File: src/rtl/frac_disp_scan.sv
// frac_disp_scan: captures a reduced fraction (num/den, 0..31 each), converts
// both values to two BCD digits by repeated subtract-10, and scans them onto a
// 4-digit common-anode 7-segment display as "NN.DD".
// Optional macro FRAC_LZB_EN: blank tens digits that are zero (dp stays lit).
module frac_disp_scan #(
    parameter int unsigned SCAN_DIV = 50000
) (
    input  logic       clk,
    input  logic       rst,
    input  logic       load,
    input  logic [4:0] num_i,
    input  logic [4:0] den_i,
    output logic       ready_o,
    output logic       done_o,
    output logic [7:0] seg_o,
    output logic [3:0] an_o
);

    localparam int unsigned PW = (SCAN_DIV > 1) ? $clog2(SCAN_DIV) : 1;

    typedef enum logic [1:0] {BLANK, CONV, SHOW} state_t;

    state_t        state, state_nx;
    logic [PW-1:0] pre;
    logic [1:0]    idx;
    logic [4:0]    nrem, drem;
    logic [1:0]    nten, dten;
    logic [1:0]    d_nt, d_dt;
    logic [3:0]    d_no, d_do;
    logic          shown;
    logic          nge, dge;
    logic [3:0]    dig;
    logic          is_tens, dp_on;
    logic [6:0]    pat;
    logic [7:0]    seg_nx;
    logic [3:0]    an_nx;

    function automatic logic [6:0] seg_decode(input logic [3:0] v);
        case (v)
            4'd0:    seg_decode = 7'h40;
            4'd1:    seg_decode = 7'h79;
            4'd2:    seg_decode = 7'h24;
            4'd3:    seg_decode = 7'h30;
            4'd4:    seg_decode = 7'h19;
            4'd5:    seg_decode = 7'h12;
            4'd6:    seg_decode = 7'h02;
            4'd7:    seg_decode = 7'h78;
            4'd8:    seg_decode = 7'h00;
            4'd9:    seg_decode = 7'h10;
            default: seg_decode = 7'h7F;
        endcase
    endfunction

    // State register
    always_ff @(posedge clk) begin
        if (rst) state <= BLANK;
        else     state <= state_nx;
    end

    // Next-state, ready and done; a load in the final CONV cycle restarts
    // conversion instead of committing the stale digits
    always_comb begin
        state_nx = state;
        done_o   = 1'b0;
        ready_o  = (state != CONV);
        nge      = (nrem >= 5'd10);
        dge      = (drem >= 5'd10);
        if (load) begin
            state_nx = CONV;
        end else if (state == CONV && !nge && !dge) begin
            state_nx = SHOW;
            done_o   = !rst;
        end
    end

    // Working remainders, tens counters and display registers
    always_ff @(posedge clk) begin
        if (rst) begin
            nrem  <= '0;
            drem  <= '0;
            nten  <= '0;
            dten  <= '0;
            d_nt  <= '0;
            d_dt  <= '0;
            d_no  <= '0;
            d_do  <= '0;
            shown <= 1'b0;
        end else if (load) begin
            nrem <= num_i;
            drem <= den_i;
            nten <= '0;
            dten <= '0;
        end else if (state == CONV) begin
            if (nge) begin
                nrem <= nrem - 5'd10;
                nten <= nten + 2'd1;
            end
            if (dge) begin
                drem <= drem - 5'd10;
                dten <= dten + 2'd1;
            end
            if (done_o) begin
                d_nt  <= nten;
                d_no  <= nrem[3:0];
                d_dt  <= dten;
                d_do  <= drem[3:0];
                shown <= 1'b1;
            end
        end
    end

    // Free-running scan prescaler and digit index
    always_ff @(posedge clk) begin
        if (rst) begin
            pre <= '0;
            idx <= '0;
        end else if (pre == PW'(SCAN_DIV - 1)) begin
            pre <= '0;
            idx <= idx + 2'd1;
        end else begin
            pre <= pre + 1'b1;
        end
    end

    // Digit selection and segment pattern for the current index
    always_comb begin
        dig     = d_do;
        is_tens = 1'b0;
        dp_on   = 1'b0;
        case (idx)
            2'd0: dig = d_do;
            2'd1: begin dig = {2'b00, d_dt}; is_tens = 1'b1; end
            2'd2: begin dig = d_no; dp_on = 1'b1; end
            default: begin dig = {2'b00, d_nt}; is_tens = 1'b1; end
        endcase
        pat = seg_decode(dig);
`ifdef FRAC_LZB_EN
        if (is_tens && dig == 4'd0) pat = 7'h7F;
`else
        if (is_tens && dig > 4'd9) pat = 7'h7F;
`endif
        seg_nx = {~dp_on, pat};
        an_nx  = ~(4'b0001 << idx);
        if (!shown) begin
            seg_nx = 8'hFF;
            an_nx  = 4'hF;
        end
    end

    // Registered display drive
    always_ff @(posedge clk) begin
        if (rst) begin
            seg_o <= 8'hFF;
            an_o  <= 4'hF;
        end else begin
            seg_o <= seg_nx;
            an_o  <= an_nx;
        end
    end

endmodule
File: config.mk
export PLATFORM = sky130hd
export DESIGN_NAME = frac_disp_scan
export DESIGN_NICKNAME = d
export VERILOG_FILES = /design/src/rtl/frac_disp_scan.sv
export SDC_FILE = /design/constraint.sdc
export NUM_CORES = 1
export LEC_CHECK = 0
export CAP_MARGIN = 0
export CORE_MARGIN = 2
export CORE_UTILIZATION = 50
export CTS_CLUSTER_DIAMETER = 150
export DETAILED_ROUTE_END_ITERATION = 8
export PLACE_DENSITY = 0.74
export SLEW_MARGIN = 10
export SYNTH_ARGS = -nofsm -noshare
export SYNTH_HDL_FRONTEND = slang
export SYNTH_SLANG_ARGS = --single-unit
File: constraint.sdc
create_clock -name clk -period 3.05 [get_ports clk]
set_input_delay 0.4575 -clock clk [delete_from_list [all_inputs] [get_ports clk]]
set_output_delay 0.4575 -clock clk [all_outputs]
set_load 0.05 [all_outputs]
==> impl_metrics.csv, run 1 <==
group,metric,value,unit
timing,fmax,396,MHz
grt,grt_pass1_wl,8.69,mm
grt,grt.met2_usage,25.6,%
placement,dpl.hpwl,3.55,mm
placement,dp.cells,381,
critical_path,crit_required,2.59,ns
timing,hold_violations,0,
floorplan,coreArea,5440,µm²
synth,synth_top_cell_by_area,"dfxtp_1",
synth,synthArstFlopShare,0,%
drt,drt_iter0_markers,119,
synth,synth-edff-count,0,
critical_path,rr_startpoint,"idx[0]$_SDFFE_PP0P_",
layout,instances_no_fill,397,
clocking,post_cts_buffers,0,
timing,slew-limit-headroom,61.8,%
timing,worst_slew_pin_slew,0.572,ns
grt,met1_usage,24.9,%
drt,ant_nets,0,
layout,seq_area,1160,µm²
timing,maxSlewViolCount,0,
drt,wire_per_inst,12.7,µm
critical_path,crit_type,"register to output port",
clocking,cts_sinks,58,
timing,clock-skew-final,0.00859,ns
hold_path,hold_class,"register to register",
drt,vias_per_cell,5.29,
drt,dr.pass1.iters,4,
status,outcome,"finished, final reports clean",
synth,syn_area_per_cell,9.55,µm²
placement,pre_cts_ws,0.634,ns
drt,num_vias,2102,
critical_path,reg2reg_depth,7,
synth,synthFlopType,"dfxtp_1",
hold_path,holdCritStartpoint,"pre[0]$_SDFF_PP0_",
critical_path,crit_family,"simple AND/OR/NAND/NOR gates",
clocking,cts_inserted_buffers,9,
floorplan,die_width,78.5,µm
critical_path,cpMostUsedCell,"inv_1",
critical_path,cp.arrival,2.07,ns
clocking,hold_buffers,0,
grt,grt_pass1_vias,1922,
clocking,cts_tree,"built",
synth,synth_seq_cells,58,
power_and_ir_drop,power_density,476,nW/µm²
clocking,cts.reportedPaths.clkPinSlew,0.06,ns
clocking,cts-root-buf,"clkbuf_8",
grt,overflow,0,
synth,synthCells,291,
hold_path,hold_end,"pre[0]$_SDFF_PP0_",
synth,yosys_warnings,0,
synth,synth-seq-area-share,41.8,%
layout,multi_input_area,1490,µm²
timing,setup_viol,0,
clocking,clk_latency,0.34,ns
grt,grtUsageTotal,18.1,%
layout,fin_util,60.1,%
grt,busiest_layer,"met2",
layout,nFillCells,489,
grt,grt_antenna_before_repair,0,
critical_path,crit_slowest_cell,"dfxtp_1",
floorplan,die-area,6170,µm²
placement,gp_congestion,0.849,
synth,synth_cell_types,53,
hold_path,hold_depth,1,
grt,grt_use_met3,3.56,%
critical_path,rr_endpoint,"seg_o[1]$_SDFF_PP1_",
synth,synth_most_common_cell,"dfxtp_1",
run,maxCapViolCount,0,
critical_path,crit_chain,"inv_1 > ha_1 > and2b_1 > nor3_4 > nand4_4 > inv_1 > buf_12",
critical_path,cp_max_fo,15,
layout,final_layout_size_suffix_gt1_share,11.1,%
drt,remaining_drc_errors,0,
drt,routed_wl,5.03,mm
power_and_ir_drop,vdd_drop_max,0.234,mV
layout,area_growth_syn_to_layout,17.7,%
floorplan,num_io_pins,27,
power_and_ir_drop,p_leak,1.27,nW
critical_path,start_kind,"register",
critical_path,cpPeakStageDelay,0.32,ns
timing,period_minus_slack,2.53,ns
layout,n_antenna_cell,0,
grt,grt_max_degree,38,
synth,synth_nets,317,
floorplan,rows,27,
timing,rsz0062_at_grt,"false",
floorplan,die_h,78.5,µm
clocking,ctsLongestPathBuffers,2,
timing,setup_slack,0.525,ns
timing,setup_tns,0,ns
synth,yosys-top-cells-area,"dfxtp_1 (42%), ha_1 (5.9%), nor2_1 (4.3%), xnor2_1 (3.8%), mux2i_1 (2.9%)",
synth,synth.top_cell.area_share,41.8,%
floorplan,initial_core_util,51.1,%
critical_path,r2r_slack,0.60,ns
placement,portBuffers,26,
clocking,htree_levels,3,
synth,syn_area,2780,µm²
synth,netlist_top_cells_count,"dfxtp_1 (58), nor2_1 (32), inv_1 (18)",
critical_path,endpoint_kind,"output port",
timing,fin_crit_sh,82.8,%
layout,finalNetCount,346,
critical_path,crit_buf_inv,3,
clocking,ctsResizeCount,0,
-- cell usage in the layout, fill, tap and decap left out, types with 3 or more instances in the layout --
cell type         n
clkbuf_8         10
a21oi_1           8
nand3_1           8
mux2i_1           8
nor2b_1          12
inv_1            18
xor2_1            8
mux2_4            3
nand4_1           5
nand2_1          16
xnor2_1          12
clkinv_2          3
nand2b_1          6
clkbuf_1          3
mux2_2            5
a311oi_1          3
nor2_1           32
o21ai_0           7
buf_4             4
clkdlybuf4s50_1  25
dfxtp_1          58
ha_1             13
nor4_1            3
nor3_1            9
-- per-layer routing --
metal / routed length, µm / part of all wire, % / vias up
met4: 78 / 1.6 / 0
met1: 2570 / 51 / 971
met2: 2160 / 43 / 47
met3: 217 / 4.3 / 10
met5: 0 / 0 / -
li1: - / - / 1074
-- metrics by stage --
step	total power (W)	area [µm²]	hold slack [ns]
global placement	0.000969	3110	0.443
CTS	0.00157	3270	0.470
global route	0.00163	3270	0.494
detailed placement	0.000971	3110	0.456
finish	0.00156	3270	0.470
floorplan	0.000923	2780	0.430
-- state kept, by name (all words and copies together) (netlist names) --
| name | flops |
|---|---|
| d_nt | 2 |
| seg_o | 8 |
| shown | 1 |
| idx | 2 |
| state | 2 |
| d_dt | 2 |
| d_no | 4 |
| dten | 2 |
| drem | 5 |
| nten | 2 |
| pre | 16 |
| d_do | 4 |
| an_o | 3 |
| nrem | 5 |
-- worst reg2reg max path: cells and delay by family, from the launching register on --
kind	cells	cell delay [ns]
adder cells (fa/ha/maj)	2	0.53
multiplexers	1	0.27
AO/OA/AOI/OAI	2	0.89
buffers and inverters	2	0.27
flip-flops	1	0.38
-- cell type report --
cell class                 count  share of cell area [%]
multi-input combinational    203                    45.5
sequential                    58                    35.5
timing repair buffer          30                    9.18
clock buffer                  13                    4.55
tap                           72                    2.75
inverter                      18                    2.07
clock inverter                 3                   0.459
-- power breakdown --
part           internal [W]  total [W]  switching, W
clock network      0.000313   0.000603      0.000290
logic             0.0000690   0.000154     0.0000853
registers          0.000780   0.000800     0.0000198
-- how the worst max path moves through the flow --
stage | startpoint | endpoint | cells past startpoint
finish | drem[1]$_SDFFE_PP0N_ | done_o | 7
global route | drem[1]$_SDFFE_PP0N_ | done_o | 7
CTS | drem[1]$_SDFFE_PP0N_ | done_o | 7
detailed placement | idx[0]$_SDFFE_PP0P_ | seg_o[1]$_SDFF_PP1_ | 7
global placement | idx[0]$_SDFFE_PP0P_ | seg_o[1]$_SDFF_PP1_ | 7
floorplan | idx[0]$_SDFFE_PP0P_ | seg_o[1]$_SDFF_PP1_ | 7
-- kinds of logic after synthesis --
group / count (synthesis) / synth area share [%]
xor gates and xnor gates: 20 / 6.31
DFF: 58 / 41.8
muxes: 16 / 6.53
and+or+nand+nor: 112 / 23.1
AOI/OAI and AO/OA: 42 / 11.8
buffers and inverters: 30 / 4.64
adders and majority gates: 13 / 5.86
Power figures use the tool's default switching activity.
==> run 2, diff against run 1 <==
PLACE_DENSITY = 0.77   (was 0.74)
clock period = 2.1 ns   (was 3.05 ns; I/O delays follow)
==> run 2 against run 1 <==
  * Count of clock-buffer cells in the layout is the same
  * Setup slack lost 0.52 ns
  * Non-clock buffer count grew 20
  * Wire length grew 13%
  * Cell count grew 4.8%
  * Largest cell class unchanged
==> impl_metrics.csv, run 2 (synthesized netlist as in run 1, its figures left out) <==
group,metric,value,unit
status,outcome,"finished, final reports clean",
grt,grt_max_degree,38,
layout,top_register,"pre",
clocking,cts_sinks,58,
power_and_ir_drop,p_leak,1.38,nW
hold_path,hold_class,"register to register",
layout,area_growth_syn_to_layout,27.9,%
critical_path,crit_type,"register to register",
critical_path,start_kind,"register",
critical_path,rr_endpoint,"seg_o[4]$_SDFF_PP1_",
drt,remaining_drc_errors,0,
critical_path,cp_max_fo,5,
layout,n_antenna_cell,0,
placement,dpl.hpwl,3.86,mm
critical_path,reg2reg_depth,9,
hold_path,hold_end,"state[1]$_SDFFE_PP0P_",
layout,finalNetCount,366,
layout,top_regs,"pre: 16 flops, seg_o: 8 flops",
timing,slew-limit-headroom,64.1,%
power_and_ir_drop,power_density,692,nW/µm²
drt,ant_nets,0,
timing,worst_slew_pin_slew,0.533,ns
critical_path,endpoint_kind,"register",
hold_path,hold_depth,2,
clocking,cts.reportedPaths.clkPinSlew,0.06,ns
grt,grt_pass1_wl,9.13,mm
layout,final_layout_size_suffix_gt1_share,22.7,%
timing,hold_violations,0,
critical_path,r2r_slack,0.008,ns
clocking,clk_latency,0.34,ns
drt,dr.pass1.iters,4,
critical_path,rr_startpoint,"idx[0]$_SDFFE_PP0P_",
layout,final_common_cell,"dfxtp_1",
grt,grtUsageTotal,19.0,%
clocking,ctsLongestPathBuffers,2,
power_and_ir_drop,pwr-share-seq,47.2,%
power_and_ir_drop,power.share.switching,23.4,%
floorplan,num_io_pins,27,
floorplan,die-area,6170,µm²
drt,drt_iter0_markers,99,
drt,num_vias,2219,
layout,instances_no_fill,416,
timing,setup_tns,0,ns
critical_path,cpPeakStageDelay,0.44,ns
clocking,cts-root-buf,"clkbuf_8",
drt,routed_wl,5.70,mm
timing,clock-skew-final,0.00707,ns
power_and_ir_drop,p_clk_share,42.7,%
critical_path,cp.arrival,2.28,ns
timing,maxSlewViolCount,0,
placement,gp_congestion,0.949,
critical_path,crit_slowest_cell,"a222oi_1",
power_and_ir_drop,intPower,0.00188,W
clocking,htree_levels,3,
power_and_ir_drop,total_power,0.00246,W
floorplan,rows,27,
timing,period_minus_slack,2.09,ns
drt,wire_per_inst,13.7,µm
critical_path,crit_required,2.29,ns
layout,final_cell_mix,"dfxtp_1 (55), nor2_1 (32), clkdlybuf4s50_1 (24)",
layout,largest_reg_flops,16,
clocking,hold_buffers,0,
layout,final_cell_area,3550,µm²
timing,fin_crit_sh,99.6,%
floorplan,die_h,78.5,µm
power_and_ir_drop,vdd_drop_max,0.431,mV
grt,overflow,0,
placement,portBuffers,26,
power_and_ir_drop,switchingPower,0.000575,W
floorplan,coreArea,5440,µm²
timing,setup_viol,0,
drt,vias_per_cell,5.33,
timing,whs,0.470,ns
grt,grt_antenna_before_repair,0,
floorplan,initial_core_util,51.1,%
critical_path,crit_chain,"inv_4 > ha_4 > a222oi_1 > a21oi_2 > inv_2 > ha_1 > nor3_1 > a2111oi_0 > a41oi_1",
power_and_ir_drop,pwr-share-comb,10.0,%
placement,placed_cell_area,3200,µm²
clocking,cts_tree,"built",
layout,nFillCells,429,
hold_path,holdCritStartpoint,"state[1]$_SDFFE_PP0P_",
timing,fmax,478,MHz
grt,grt_pass1_vias,2058,
run,maxCapViolCount,0,
floorplan,die_width,78.5,µm
clocking,cts_inserted_buffers,9,
placement,dp.cells,392,
-- run 2: changes by cell type in the layout (fill, tap and decap cells not counted), moves of 3 or more --
cell / change
buf_4: +19
inv_1: -7
ha_1: -6
inv_2: +6
ha_4: +4
dfxtp_1: -3
-- run 2: cell type report --
cell class / instances / area [µm²] / share of cell area [%]
Clock buffer: 13 / 169 / 4.75
Clock inverter: 2 / 35.0 / 0.986
Inverter: 18 / 70.1 / 1.97
Multi-Input combinational cell: 203 / 1560 / 43.8
Sequential cell: 58 / 1170 / 32.9
Tap cell: 72 / 90.1 / 2.54
Timing Repair Buffer: 50 / 464 / 13.1
-- run 2: worst max path at each step --
| stage | startpoint | cells past startpoint | slack, ns | end |
|---|---|---|---|---|
| floorplan | idx[0]$_SDFFE_PP0P_ | 7 | 0.01 | seg_o[1]$_SDFF_PP1_ |
| global placement | idx[0]$_SDFFE_PP0P_ | 7 | 0.05 | seg_o[1]$_SDFF_PP1_ |
| detailed placement | idx[0]$_SDFFE_PP0P_ | 7 | -0.05 | seg_o[1]$_SDFF_PP1_ |
| CTS | drem[2]$_SDFFE_PP0N_ | 7 | 0.001 | done_o |
| global route | idx[0]$_SDFFE_PP0P_ | 9 | -0.04 | seg_o[4]$_SDFF_PP1_ |
| finish | idx[0]$_SDFFE_PP0P_ | 9 | 0.008 | seg_o[4]$_SDFF_PP1_ |
-- run 2: per-layer routing --
metal,up-vias,wire (µm),track usage (%)
met5,-,0,0
met2,63,2750,30.2
li1,1123,-,-
met3,12,218,3.56
met4,0,123,12.1
met1,1021,2610,23.5
-- run 2: power groups by stage --
stage,logic (W),registers [W],clock network [W]
3_3_place_gp,0.000231,0.00118,0
6_report,0.000246,0.00116,0.00105
3_5_place_dp,0.000235,0.00119,0
2_1_floorplan,0.000145,0.00120,0
5_1_grt,0.000267,0.00116,0.00113
4_1_cts,0.000242,0.00116,0.00107
-- run 2: metrics by stage --
step	worst slack [ns]	util [%]
2_1_floorplan	0.0109	-
3_3_place_gp	0.0501	58.9
5_1_grt	-0.0365	65.3
4_1_cts	0.00137	63.1
3_5_place_dp	-0.0491	58.9
6_report	0.00774	65.3
-- run 2: worst max-delay path, delay by kind of cell, from the launching register on --
family	cells	cell delay [ns]
AO/OA/AOI/OAI	4	0.97
flip-flops	1	0.38
AND/OR/NAND/NOR	1	0.06
adder cells (fa/ha/maj)	2	0.36
buffers and inverters	2	0.17
-- run 2: timing repair --
item                                    4_1_cts  5_1_grt
setup buffers                                 2        7
endpoints found under the setup margin        6        7
gates resized for setup                       7       19
cloned                                        0        0
pin swaps                                     4        5
==> run 3, diff against run 2 <==
MAX_ROUTING_LAYER = met4   (was not set)
==> run 3 against run 2 <==
  * Design area shrank 1.1%
  * First-iteration DRC count grew 9.1%
  * Flip-flop and latch count is the same
  * Worst hold slack lost 0.0032 ns
  * Maximum frequency grew 3.0%
  * Critical path depth shrank 2
  * Cell count grew 0.24%
==> impl_metrics.csv, run 3 (synthesized netlist as in run 1, its figures left out) <==
group,metric,value,unit
grt,grtUsageTotal,20.8,%
layout,largest_reg_flops,16,
timing,setup_slack,0.0688,ns
power_and_ir_drop,switchingPower,0.000579,W
critical_path,crit_end,"done_o",
placement,dpl.hpwl,3.81,mm
layout,final_layout_size_suffix_gt1_share,21.7,%
timing,slew-limit-headroom,64.5,%
layout,fin_util,64.6,%
grt,grt_pass1_wl,9.67,mm
clocking,ctsLongestPathBuffers,2,
grt,grt_pass1_vias,2128,
floorplan,die_width,78.5,µm
power_and_ir_drop,p_clk_share,41.6,%
power_and_ir_drop,power_density,688,nW/µm²
placement,placed_cell_area,3200,µm²
critical_path,rr_startpoint,"idx[1]$_SDFFE_PP0P_",
power_and_ir_drop,p_leak,1.37,nW
floorplan,coreArea,5440,µm²
critical_path,r2r_slack,0.08,ns
drt,vias_per_cell,5.26,
timing,hold_violations,0,
layout,top_register,"pre",
floorplan,initial_core_util,51.1,%
floorplan,die_h,78.5,µm
power_and_ir_drop,pwr-share-comb,10.3,%
clocking,cts.reportedPaths.clkPinSlew,0.06,ns
status,outcome,"finished, final reports clean",
floorplan,num_io_pins,27,
drt,remaining_drc_errors,0,
grt,grt_antenna_before_repair,0,
layout,finalNetCount,366,
layout,final_cell_mix,"dfxtp_1 (56), nor2_1 (32), buf_4 (25)",
hold_path,hold_depth,2,
floorplan,rows,27,
layout,top_regs,"pre: 16 flops, seg_o: 8 flops",
clocking,cts_sinks,58,
placement,portBuffers,26,
drt,routed_wl,5.59,mm
placement,pre_cts_ws,0.0256,ns
timing,worst_slew_pin_slew,0.528,ns
layout,nFillCells,442,
layout,multi_input_area,1540,µm²
timing,setup_viol,0,
clocking,cts-root-buf,"clkbuf_8",
timing,fin_crit_sh,96.7,%
timing,maxSlewViolCount,0,
drt,num_vias,2194,
layout,seq_area,1170,µm²
critical_path,crit_type,"register to output port",
clocking,htree_levels,3,
timing,fmax,492,MHz
clocking,cts_inserted_buffers,9,
layout,final_common_cell,"dfxtp_1",
critical_path,crit_required,1.78,ns
layout,area_growth_syn_to_layout,26.5,%
placement,gp_congestion,0.896,
critical_path,start_kind,"register",
drt,wire_per_inst,13.4,µm
clocking,hold_buffers,0,
clocking,cts_tree,"built",
clocking,clk_latency,0.34,ns
hold_path,hold_class,"register to register",
critical_path,cp_max_fo,4,
drt,dr.pass1.iters,4,
grt,overflow,0,
layout,n_antenna_cell,0,
timing,clock-skew-final,0.00575,ns
critical_path,reg2reg_depth,11,
drt,ant_nets,0,
run,maxCapViolCount,0,
power_and_ir_drop,intPower,0.00184,W
timing,period_minus_slack,2.03,ns
critical_path,cp.arrival,1.72,ns
critical_path,cp-startpoint,"drem[2]$_SDFFE_PP0N_",
power_and_ir_drop,power.share.switching,24.0,%
drt,drt_iter0_markers,108,
power_and_ir_drop,vdd_drop_max,0.422,mV
critical_path,rr_endpoint,"seg_o[3]$_SDFF_PP1_",
critical_path,endpoint_kind,"output port",
floorplan,die-area,6170,µm²
grt,grt_max_degree,26,
layout,final_cell_area,3510,µm²
power_and_ir_drop,pwr-share-seq,48.1,%
## run 3: timing repair
item                       4_1_cts  5_1_grt
hold endpoints to repair         0        0
gates resized for setup         11        8
pin swaps                        3        3
setup endpoints to repair        5        7
setup buffers                    4        4
## run 3: worst min-delay path by stage
stage / from / end / slack, ns
global route: d_do[1]$_SDFFE_PP0P_ / d_do[1]$_SDFFE_PP0P_ / 0.51
floorplan: pre[0]$_SDFF_PP0_ / pre[0]$_SDFF_PP0_ / 0.43
CTS: state[1]$_SDFFE_PP0P_ / state[1]$_SDFFE_PP0P_ / 0.47
finish: state[1]$_SDFFE_PP0P_ / state[1]$_SDFFE_PP0P_ / 0.47
detailed placement: state[1]$_SDFFE_PP0P_ / state[1]$_SDFFE_PP0P_ / 0.46
global placement: pre[0]$_SDFF_PP0_ / pre[0]$_SDFF_PP0_ / 0.44
## run 3: power groups by stage
stage               combinational, W  sequential, W  clock (W)
global placement            0.000227        0.00118          0
CTS                         0.000240        0.00116    0.00103
finish                      0.000250        0.00116    0.00101
floorplan                   0.000145        0.00120          0
global route                0.000274        0.00116    0.00108
detailed placement          0.000230        0.00119          0
## run 3: area by class of cell
class,instances,share of cell area (%)
Multi-Input combinational cell,203,43.9
Inverter,18,1.92
Sequential cell,58,33.2
Clock buffer,15,5.59
Clock inverter,1,0.142
Timing Repair Buffer,50,12.7
Tap cell,72,2.56
## run 3: worst max-delay path: stages, from the launching register on
cell	delay, ns
dfxtp_1	0.34
inv_2	0.07
ha_2	0.17
and2b_2	0.24
nor3_4	0.20
nand4_4	0.14
inv_2	0.09
buf_12	0.13
## run 3: per-stage QoR
| stage | cells | setup TNS [ns] | hold slack [ns] | total power (W) |
|---|---|---|---|---|
| floorplan | 291 | 0 | 0.430 | 0.00134 |
| global placement | 393 | 0 | 0.443 | 0.00141 |
| detailed placement | 393 | 0 | 0.456 | 0.00142 |
| CTS | 413 | 0 | 0.468 | 0.00243 |
| global route | 417 | -0.0211 | 0.515 | 0.00252 |
| finish | 417 | 0 | 0.467 | 0.00242 |
## run 3: layer usage
metal	GRT usage [%]	share of wire [%]
met3	4.02	3.4
met4	13.9	2.9
met5	-	0
met1	25.2	48
met2	31.3	46
